===== config.mk =====
export PLATFORM = sky130hd
export DESIGN_NAME = pmod_da2_tx
export DESIGN_NICKNAME = d
export VERILOG_FILES = /design/src/rtl/pmod_da2_tx.sv
export SDC_FILE = /design/constraint.sdc
export NUM_CORES = 1
export LEC_CHECK = 0
export CAP_MARGIN = 40
export CORE_MARGIN = 10
export CORE_UTILIZATION = 59
export CTS_CLUSTER_DIAMETER = 60
export DETAILED_ROUTE_END_ITERATION = 10
export PLACE_DENSITY = 0.9
export SYNTH_ARGS = -nofsm -noshare
export SYNTH_HDL_FRONTEND = slang
export SYNTH_SLANG_ARGS = --single-unit

===== constraint.sdc =====
create_clock -name clk -period 4.5 [get_ports clk]
set_clock_uncertainty 0.15 [all_clocks]
set_input_delay 0.9 -clock clk [delete_from_list [all_inputs] [get_ports clk]]
set_output_delay 0.9 -clock clk [all_outputs]
set_load 0.005 [all_outputs]

===== src/rtl/pmod_da2_tx.sv =====
// pmod_da2_tx: serial transmitter for a Pmod DA2 (DAC121S101-class, 12-bit).
// Accepts a DAC code over a valid/ready handshake. Each accepted word is sent
// as one 16-bit frame {2'b00, mode, din}, MSB first, on a sync_n/sclk/sdata link.
// Optional build macro DUAL_CH_EN adds a second data lane (din_b -> sdata_b).
// That lane shares sync_n and sclk with channel A and shifts in lockstep with it.
module pmod_da2_tx #(
  parameter int unsigned CLK_DIV = 4,
  parameter int unsigned DATA_W  = 12
) (
  input  logic              clk,
  input  logic              rst_n,
  input  logic [DATA_W-1:0] din,
  input  logic [1:0]        mode,
  input  logic              din_valid,
`ifdef DUAL_CH_EN
  input  logic [DATA_W-1:0] din_b,
  output logic              sdata_b,
`endif
  output logic              din_ready,
  output logic              busy,
  output logic              sync_n,
  output logic              sclk,
  output logic              sdata_a
);

  localparam int unsigned FRAME_W = DATA_W + 4;
  localparam int unsigned BIT_W   = $clog2(FRAME_W);
  localparam int unsigned HP_W    = (CLK_DIV > 1) ? $clog2(CLK_DIV) : 1;

  localparam logic [HP_W-1:0]  HP_LAST  = HP_W'(CLK_DIV - 1);
  localparam logic [BIT_W-1:0] BIT_LAST = BIT_W'(FRAME_W - 1);

  // Stop elaboration on parameter values this part cannot support.
  if (DATA_W != 12) begin : g_bad_data_w
    $error("pmod_da2_tx: DATA_W must be 12");
  end
  if (CLK_DIV < 1) begin : g_bad_clk_div
    $error("pmod_da2_tx: CLK_DIV must be at least 1");
  end

  typedef enum logic [2:0] {
    S_IDLE,
    S_SETUP,
    S_LOW,
    S_HIGH,
    S_GAP
  } state_t;

  state_t               state_q,  state_nxt;
  logic [HP_W-1:0]      hp_q,     hp_nxt;
  logic [BIT_W-1:0]     bit_q,    bit_nxt;
  logic [FRAME_W-1:0]   sh_a_q,   sh_a_nxt;
`ifdef DUAL_CH_EN
  logic [FRAME_W-1:0]   sh_b_q,   sh_b_nxt;
`endif

  logic sync_n_nxt;
  logic sclk_nxt;
  logic ready_nxt;
  logic busy_nxt;

  logic accept;
  logic hp_tc;

  assign accept = din_valid && din_ready;
  assign hp_tc  = (hp_q == HP_LAST);

  // The serial data pins come straight from the shift-register MSBs.
  // A register clears to zero after its last shift, so sdata reads 0 in GAP and IDLE.
  assign sdata_a = sh_a_q[FRAME_W-1];
`ifdef DUAL_CH_EN
  assign sdata_b = sh_b_q[FRAME_W-1];
`endif

  // State, counters, shift registers and registered pin outputs.
  always_ff @(posedge clk) begin
    if (!rst_n) begin
      state_q   <= S_IDLE;
      hp_q      <= '0;
      bit_q     <= '0;
      sh_a_q    <= '0;
`ifdef DUAL_CH_EN
      sh_b_q    <= '0;
`endif
      sync_n    <= 1'b1;
      sclk      <= 1'b1;
      din_ready <= 1'b0;
      busy      <= 1'b0;
    end else begin
      state_q   <= state_nxt;
      hp_q      <= hp_nxt;
      bit_q     <= bit_nxt;
      sh_a_q    <= sh_a_nxt;
`ifdef DUAL_CH_EN
      sh_b_q    <= sh_b_nxt;
`endif
      sync_n    <= sync_n_nxt;
      sclk      <= sclk_nxt;
      din_ready <= ready_nxt;
      busy      <= busy_nxt;
    end
  end

  // Next-state logic. Every non-idle state lasts one half-period of CLK_DIV clocks.
  // The shift registers advance when a LOW ends, so new data appears when HIGH starts.
  always_comb begin
    state_nxt = state_q;
    hp_nxt    = hp_q;
    bit_nxt   = bit_q;
    sh_a_nxt  = sh_a_q;
`ifdef DUAL_CH_EN
    sh_b_nxt  = sh_b_q;
`endif
    case (state_q)
      S_IDLE: begin
        if (accept) begin
          state_nxt = S_SETUP;
          hp_nxt    = '0;
          bit_nxt   = BIT_LAST;
          sh_a_nxt  = {2'b00, mode, din};
`ifdef DUAL_CH_EN
          sh_b_nxt  = {2'b00, mode, din_b};
`endif
        end
      end
      S_SETUP: begin
        if (hp_tc) begin
          state_nxt = S_LOW;
          hp_nxt    = '0;
        end else begin
          hp_nxt    = hp_q + HP_W'(1);
        end
      end
      S_LOW: begin
        if (hp_tc) begin
          hp_nxt   = '0;
          sh_a_nxt = {sh_a_q[FRAME_W-2:0], 1'b0};
`ifdef DUAL_CH_EN
          sh_b_nxt = {sh_b_q[FRAME_W-2:0], 1'b0};
`endif
          if (bit_q == '0) begin
            state_nxt = S_GAP;
          end else begin
            state_nxt = S_HIGH;
            bit_nxt   = bit_q - BIT_W'(1);
          end
        end else begin
          hp_nxt = hp_q + HP_W'(1);
        end
      end
      S_HIGH: begin
        if (hp_tc) begin
          state_nxt = S_LOW;
          hp_nxt    = '0;
        end else begin
          hp_nxt    = hp_q + HP_W'(1);
        end
      end
      S_GAP: begin
        if (hp_tc) begin
          state_nxt = S_IDLE;
          hp_nxt    = '0;
        end else begin
          hp_nxt    = hp_q + HP_W'(1);
        end
      end
      default: begin
        state_nxt = S_IDLE;
        hp_nxt    = '0;
      end
    endcase
  end

  // Pin values for the upcoming state. These are registered, so the pins follow the state with no skew.
  always_comb begin
    sync_n_nxt = 1'b1;
    sclk_nxt   = 1'b1;
    ready_nxt  = 1'b0;
    busy_nxt   = 1'b0;
    case (state_nxt)
      S_IDLE: begin
        ready_nxt = 1'b1;
      end
      S_SETUP, S_HIGH: begin
        sync_n_nxt = 1'b0;
        busy_nxt   = 1'b1;
      end
      S_LOW: begin
        sync_n_nxt = 1'b0;
        sclk_nxt   = 1'b0;
        busy_nxt   = 1'b1;
      end
      S_GAP: begin
        busy_nxt = 1'b1;
      end
      default: begin
        busy_nxt = 1'b0;
      end
    endcase
  end

endmodule


==> results by stage, run 1 <==
Layout:
- The share of post-route cells with drive strength above 1 is 0.192.
- The repair_antennas step left the layout with diodes totalling 0.
- The area occupied by multi-input gates is 970 um^2.
- Summing all non-filler instances in the final layout gives an area of 0.00188 mm^2.
- The count of filler cells inserted in the layout is 224.
- The final layout contains 201 nets.
- At the end of the flow the core is filled with cells to 0.682.
- The post-synthesis to final-layout area growth is 10.4%.
- The area used by sequential logic in the layout is 581 um^2.

CTS:
- The count of H-tree levels built during CTS is 2.
- The later pin in the worst-skew pair is clocked with a latency of 0.33 ns.
- The number of hold buffers added after CTS is 0.
- The CTS buffer count is 5.
- Gates resized during post-CTS repair numbered 0.
- The clock-pin slew of the registers on the worst-case setup and hold paths is 0.09 ns.
- TritonCTS built the clock tree.
- Clock tree synthesis selected as its root buffer the cell sky130_fd_sc_hd__clkbuf_4.
- The buffers inserted during post-CTS setup optimization is 0.
- In this run the deepest clock path goes through 2 buffers.
- The clock sink count is 29.

Setup path:
- The startpoint identified for the worst register-to-register timing path is state_q[1].
- The maximum net fanout on the critical path is 28.
- On the critical path, the stage with the largest delay is an instance of sky130_fd_sc_hd__dfxtp_1.
- Data on the critical path arrives at its endpoint at 2.41 ns.
- In this design, the stage delay of the slowest critical-path cell is 0.89 ns.
- Broken down by cell family, the worst path's largest delay share belongs to flip-flops.
- The critical path data required time is 4.56 ns.
- STA classifies the critical path startpoint as a register.
- The kind of critical path is reg -> reg.
- The endpoint class of the critical path is a register.
- The combined buffer and inverter count along the critical path is 1.
- The critical path goes through nor3b_4, buf_6, mux2i_1, a21oi_2.
- Tracing the worst setup path back leads to its startpoint at state_q[1].

Yosys:
- After synthesis, the share of flip-flops with an asynchronous set or reset is 0.
- The synthesized netlist contains 48 unique library cells.
- Of the synthesized area, sequential elements account for 0.341.
- The mean post-synth cell area is 10.2 um^2.
- The mapped netlist covers 0.00170 mm^2.
- The number of warnings reported in the yosys synthesis log is 0.
- In this run, synthesis produced a sequential element count of 29.
- The most instantiated flip-flop cell in the synthesis netlist is sky130_fd_sc_hd__dfxtp_1.
- Yosys mapped a number of flops with a built-in enable equal to 0.
- The number of nets in the synthesized netlist is 187.
- The number of standard cells after synthesis is 167.

STA:
- The final count of pins violating max slew is 0.
- Measured against its own limit, the worst slew margin works out to 0.429.
- Setup repair after global routing left no endpoint under its margin.
- Summed over all failing endpoints, the final setup total negative slack is 0 ns.
- The final worst setup slack is 2.15 ns.
- The maximum clock frequency is 0.425 GHz.
- Setup violations remaining at the end of the flow were counted as 0.
- After layout, the minimum clock period comes to 2.35 ns.
- The transition time at the pin with the least slew margin is 0.855 ns.
- The count of endpoints failing hold in the final timing report is 0.
- Of the available clock period, the critical path in the final layout requires 0.523.

Route:
- The via total after detailed routing is 1335.
- The remaining number of nets flagged by the antenna check after routing is 0.
- For this run, design rule violations remaining after detail routing come to 0.
- The routed wire length is 3520 um.
- After detailed routing, the average wire length per cell comes to 16.5 um.
- The number of DRC markers after the initial detailed-route iteration is 89.
- The first-pass detailed-route iteration total is 4.
- In the routed layout, each cell is associated on average with a via count of 6.27.

Flow run:
- The max-capacitance violation count is 0.

Placed design:
- The count of buffers from port buffering is 21.
- Detailed placement finished with a half-perimeter wire length of 2500 um.
- The worst slack at placement is 1.83 ns.
- The area after detailed placement is 0.00183 mm^2.
- The congestion estimate from routability-driven global placement came to 0.758.

Floorplanning:
- For this design the top-level I/O count stands at 22.
- The core area is 0.00276 mm^2.
- The floorplan step defined a die boundary enclosing 0.00544 mm^2.
- The height of the die is 73.7 um.
- The horizontal die dimension is 73.7 um.
- The starting density of the core is 0.618.
- After floorplanning, the core was divided into 19 placement rows.

Power:
- The leakage power total is 0.713 nW.
- The design draws 0.532 mW.
- The worst-case IR drop observed on VDD is 249 uV.
- The power per unit of standard cell area is 283 mW/mm^2.

Outcome:
- The flow ran to the end, and the final reports show no timing, DRC or antenna violations.

Hold path:
- The min-delay analysis places its worst path in the category reg -> reg.
- In this run the most critical hold path is launched from sh_a_q[14].

GRT:
- The overall track demand over capacity in global routing is 0.147.
- The number of antenna violations at the first check in global routing is 0.
- The via count of the first global-routing pass is 1385.
- The leftover overflow at the end of global routing is 0.
- Entering global routing, the biggest net connects 29 pins.
- The first-pass GRT wire length is 6410 um.
-- per-stage QoR --
| step | cells | hold slack, ns |
|---|---|---|
| after global routing | 213 | 0.358 |
| after detailed placement | 205 | 0.307 |
| final | 213 | 0.319 |
| after floorplan | 167 | 0.285 |
| after CTS | 213 | 0.320 |
| after global placement | 203 | 0.298 |
-- power breakdown --
group          internal, mW  total (mW)  switching, mW
registers             0.273       0.287         0.0140
logic                0.0495      0.0944         0.0449
clock network        0.0622       0.151         0.0888
total                 0.385       0.532          0.148
-- sequential cells by signal (all words and copies together) (netlist names) --
register and cells:
hp_q 2, sclk 1, din_ready 1, bit_q 4
busy 1, sync_n 1, state_q 3, sh_a_q 16
-- cells in the mapped netlist, types with 4 or more instances --
master                     instances  area share
sky130_fd_sc_hd__mux2i_1          17        0.10
sky130_fd_sc_hd__nand2_1           6       0.013
sky130_fd_sc_hd__a21o_2            9       0.046
sky130_fd_sc_hd__dfxtp_1          29        0.34
sky130_fd_sc_hd__o221ai_1         13       0.067
sky130_fd_sc_hd__buf_6             5       0.033
sky130_fd_sc_hd__a21o_1            4       0.018
sky130_fd_sc_hd__a21oi_2          10       0.051
sky130_fd_sc_hd__a21oi_1           8       0.023
sky130_fd_sc_hd__nand3_1           7       0.021
-- routing by layer --
metal	share of wire	GRT usage	up-vias	routed length (um)
li1	-	-	659	-
met1	0.44	0.162	641	1530
met2	0.51	0.254	27	1800
met3	0.034	0.0390	8	121
met4	0.017	0.0704	0	61
met5	0	0	-	0
-- cell type report --
type,count,area share
Sequential cell,29,0.309
Inverter,3,0.00598
Timing Repair Buffer,23,0.124
Tap cell,31,0.0206
Clock buffer,8,0.0259
Multi-Input combinational cell,119,0.515
-- worst reg2reg max path: stages, from the launching register on --
cell	delay, ns
sky130_fd_sc_hd__dfxtp_1	0.89
sky130_fd_sc_hd__nor3b_4	0.64
sky130_fd_sc_hd__buf_6	0.23
sky130_fd_sc_hd__mux2i_1	0.25
sky130_fd_sc_hd__a21oi_2	0.08
-- worst paths after layout --
check / end / slack [ns] / cells after the start
setup / recovery: sh_a_q[8] / 2.15 / 4
hold / removal: sh_a_q[14] / 0.32 / 2
setup reg to reg: sh_a_q[8] / 2.15 / 4
hold reg to reg: sh_a_q[14] / 0.32 / 2
-- placed cells by master (no fill, tap or decap), types with 2 or more instances in the layout --
| cell type | n |
|---|---|
| sky130_fd_sc_hd__dfxtp_1 | 29 |
| sky130_fd_sc_hd__a21o_1 | 4 |
| sky130_fd_sc_hd__a21oi_1 | 8 |
| sky130_fd_sc_hd__nand3_1 | 7 |
| sky130_fd_sc_hd__o21ai_0 | 2 |
| sky130_fd_sc_hd__nor3b_2 | 2 |
| sky130_fd_sc_hd__clkbuf_1 | 3 |
| sky130_fd_sc_hd__a21boi_1 | 2 |
| sky130_fd_sc_hd__nand3b_1 | 3 |
| sky130_fd_sc_hd__a21boi_0 | 2 |
| sky130_fd_sc_hd__clkdlybuf4s50_1 | 21 |
| sky130_fd_sc_hd__buf_6 | 2 |
| sky130_fd_sc_hd__clkbuf_4 | 5 |
| sky130_fd_sc_hd__and2_1 | 2 |
| sky130_fd_sc_hd__ha_1 | 3 |
| sky130_fd_sc_hd__o21a_1 | 2 |
| sky130_fd_sc_hd__inv_1 | 3 |
| sky130_fd_sc_hd__o221ai_1 | 13 |
| sky130_fd_sc_hd__nor2_1 | 3 |
| sky130_fd_sc_hd__a21o_2 | 9 |
| sky130_fd_sc_hd__nand2_1 | 6 |
| sky130_fd_sc_hd__a21oi_2 | 10 |
| sky130_fd_sc_hd__o31a_1 | 2 |
| sky130_fd_sc_hd__mux2i_1 | 17 |
| sky130_fd_sc_hd__or3_1 | 2 |
-- kinds of logic after synthesis --
kind of cell | synth area share
adders and majority gates | 0.0220
AOI/OAI and AO/OA | 0.298
buffers and inverters | 0.0903
DFF | 0.341
muxes | 0.0999
and+or+nand+nor | 0.149
(Power assumes the default switching activity.)
==> run 2: changes to the inputs <==
- CORE_UTILIZATION: 59 -> 54
- PLACE_DENSITY: 0.9 -> 0.84
- clock period: 4.5 -> 2.3 ns (I/O delays scaled with it)
==> run 2 against run 1 <==
- sequential cell count did not move
- largest power group unchanged
- wire length rose by 4.7%
- hold slack improved by 0.011 ns
- worst setup slack got worse by 1.7 ns
- critical path depth fell by 3
- global-route usage fell by 1.9 points
- core utilization fell by 4.0 points
- non-clock buffer count rose by 7
- critical endpoint is now din_ready
- clock power rose by 98%
- highest routed layer unchanged
==> results by stage, run 2 (synthesized netlist as in run 1, its figures left out) <==
Setup path:
- For the worst setup path, the data required time is 1.69 ns.
- The kind of critical path is reg -> out.
- STA classifies the critical path endpoint as an output port.
- The combined buffer and inverter count along the critical path is 1.
- The signal on the critical path passes through clkdlybuf4s50_1.
- The cell class contributing the biggest share of worst-path delay is buffers and inverters.
- The largest stage delay on the critical path is 0.52 ns.
- The type of origin of the critical path is a register.
- The maximum net fanout on the critical path is 4.
- The slowest cell on the critical path is sky130_fd_sc_hd__clkdlybuf4s50_1.
- Data on the critical path arrives at its endpoint at 1.23 ns.

STA:
- The final count of pins violating max slew is 0.
- For the pin with the worst max-slew slack, the measured transition is 0.479 ns.
- Setup repair after global routing left no endpoint under its margin.
- The worst slew margin relative to its limit is 0.679.
- The setup violation total in the final timing report is 0.
- The hold slack is 0.330 ns.
- In the final timing run, aggregate negative setup slack is 0 ns.
- The count of endpoints failing hold in the final timing report is 0.
- For this run, the top clock speed supported by timing is 0.544 GHz.
- Of the available clock period, the critical path in the final layout requires 0.799.
- The final critical-path required period is 1.84 ns.

Route:
- The routed wire length is 3680 um.
- Using the TritonRoute via totals, the vias-per-cell ratio works out to 5.83.
- The remaining number of nets flagged by the antenna check after routing is 0.
- The via total after detailed routing is 1359.
- The detailed-route DRC error count is 0.
- After detailed routing, the average wire length per cell comes to 15.8 um.
- The number of DRC markers after the initial detailed-route iteration is 108.
- The first-pass detailed-route iteration total is 4.

CTS:
- Once the clock tree was built, the setup fixing pass inserted 0 buffers.
- The clock sink count is 29.
- The count of H-tree levels built during CTS is 2.
- After clock tree synthesis, the clock-pin slew on the worst setup and hold paths is 0.09 ns.
- The buffer type at the clock tree root is sky130_fd_sc_hd__clkbuf_4.
- The number of gates given a new drive strength after cts is 0.
- The clock latency at the later pin of the worst-skew pair is 0.33 ns.
- TritonCTS built the clock tree.
- The number of hold buffers added after CTS is 0.
- The CTS buffer count is 5.
- No sink is reached through more buffers than the 2 on the longest clock path.

Power:
- The sequential share of power is 0.533.
- The share of total power dissipated in the clock network is 0.284.
- Of the total power, the share spent switching nets is 0.285.
- The power per unit of standard cell area is 542 mW/mm^2.
- IR analysis of the VDD net gives a maximum drop of 315 uV.
- For this design the static power due to leakage is 0.753 nW.
- Internal power comes to 0.753 mW.
- Of the total power, combinational logic draws 0.184.
- The power dissipated by switching net loads is 0.300 mW.

Placed design:
- The count of buffers added on input and output ports is 21.
- The congestion estimate from routability-driven global placement came to 0.777.
- The number of placed instances, taps included is 225.
- The area after detailed placement is 0.00189 mm^2.
- The wire-length estimate of the detail-placed layout is 2710 um.

GRT:
- The overall track demand over capacity in global routing is 0.128.
- Entering global routing, the biggest net connects 20 pins.
- The number of antenna violations at the first check in global routing is 0.
- The via count of the first global-routing pass is 1336.
- The first-pass GRT wire length is 6210 um.
- Global routing finished with a remaining overflow of 0.

Floorplanning:
- The number of top-level pins is 22.
- The die covers 0.00580 mm^2.
- The starting density of the core is 0.563.
- From bottom edge to top edge, the die measures 76.2 um.
- The initialized floorplan defines 20 standard-cell rows.
- The die is 76.2 um wide.
- The floorplan step defined a core boundary enclosing 0.00303 mm^2.

Layout:
- The filler cells instantiated in the layout total 239.
- In the layout the commonest cells are sky130_fd_sc_hd__dfxtp_1, sky130_fd_sc_hd__clkdlybuf4s50_1, sky130_fd_sc_hd__mux2i_1, sky130_fd_sc_hd__o221ai_1, sky130_fd_sc_hd__a21oi_2.
- The largest registers in the layout are sh_a_q: 16 flops, bit_q: 4 flops, state_q: 3 flops.
- The final net count is 208.
- The commonest non-fill, non-tap cell in the layout is sky130_fd_sc_hd__dfxtp_1.
- The flip-flop count of the largest register after layout is 16.
- Ranked by flip-flop count, first place goes to sh_a_q.
- The share of post-route cells with drive strength above 1 is 0.233.
- Measured on the finished design, the core utilization comes to 0.643.
- With fillers left out, the area of the finished cells amounts to 0.00195 mm^2.
- Compared with the post-synthesis result, the final layout area differs by 14.2%.
- Registers take 581 um^2.
- The number of antenna diodes in the final layout is 0.
- Excluding fillers, the count of instances in the completed layout stands at 233.
- The multi-input combinational cells in the finished layout cover a total of 970 um^2.

Hold path:
- In this run the worst hold path is classified as reg -> reg.

Outcome:
- The run finished with clean final reports.

Flow run:
- The max-capacitance violation count is 0.
[run 2: cell count changes in the layout (fill, tap and decap cells not counted), sizes merged]
cell / change
clkinv: +2
clkbuf: -2
buf: +7
[run 2: final timing paths]
check | startpoint | endpoint | slack [ns] | cells past startpoint
worst max-delay path | din_ready | din_ready | 0.46 | 1
worst min-delay path | sh_a_q[14] | sh_a_q[14] | 0.33 | 2
worst max register to register | hp_q[0] | bit_q[1] | 0.48 | 4
worst min register to register | sh_a_q[14] | sh_a_q[14] | 0.33 | 2
[run 2: power groups by stage]
stage / combinational, mW / clock, mW / sequential (mW)
global placement: 0.184 / 0 / 0.570
detailed placement: 0.194 / 0 / 0.573
floorplan: 0.142 / 0 / 0.564
global route: 0.212 / 0.330 / 0.566
finish: 0.193 / 0.299 / 0.561
CTS: 0.194 / 0.310 / 0.561
[run 2: final cells by class]
| class | instances | share of cell area |
|---|---|---|
| Multi-Input combinational cell | 119 | 0.498 |
| Clock buffer | 6 | 0.0212 |
| Inverter | 3 | 0.00579 |
| Tap cell | 44 | 0.0283 |
| Clock inverter | 2 | 0.00514 |
| Timing Repair Buffer | 30 | 0.143 |
| Sequential cell | 29 | 0.298 |
[run 2: stage by stage]
step	setup slack (ns)	total power [mW]
2_1_floorplan	0.770	0.706
3_3_place_gp	0.336	0.754
3_5_place_dp	0.278	0.766
4_1_cts	0.443	1.06
5_1_grt	0.301	1.11
6_report	0.463	1.05
[run 2: tightest hold or removal path, delay by kind of cell, from the launching register on]
| kind | cells | cell delay (ns) |
|---|---|---|
| AND/OR/NAND/NOR | 1 | 0.05 |
| flip-flops | 1 | 0.33 |
| multiplexers | 1 | 0.06 |
[run 2: per-layer routing]
| metal | GRT usage | vias up | share of wire |
|---|---|---|---|
| li1 | - | 681 | - |
| met1 | 0.135 | 645 | 0.42 |
| met2 | 0.224 | 27 | 0.51 |
| met3 | 0.0448 | 6 | 0.044 |
| met4 | 0.0576 | 0 | 0.021 |
| met5 | 0 | - | 0 |
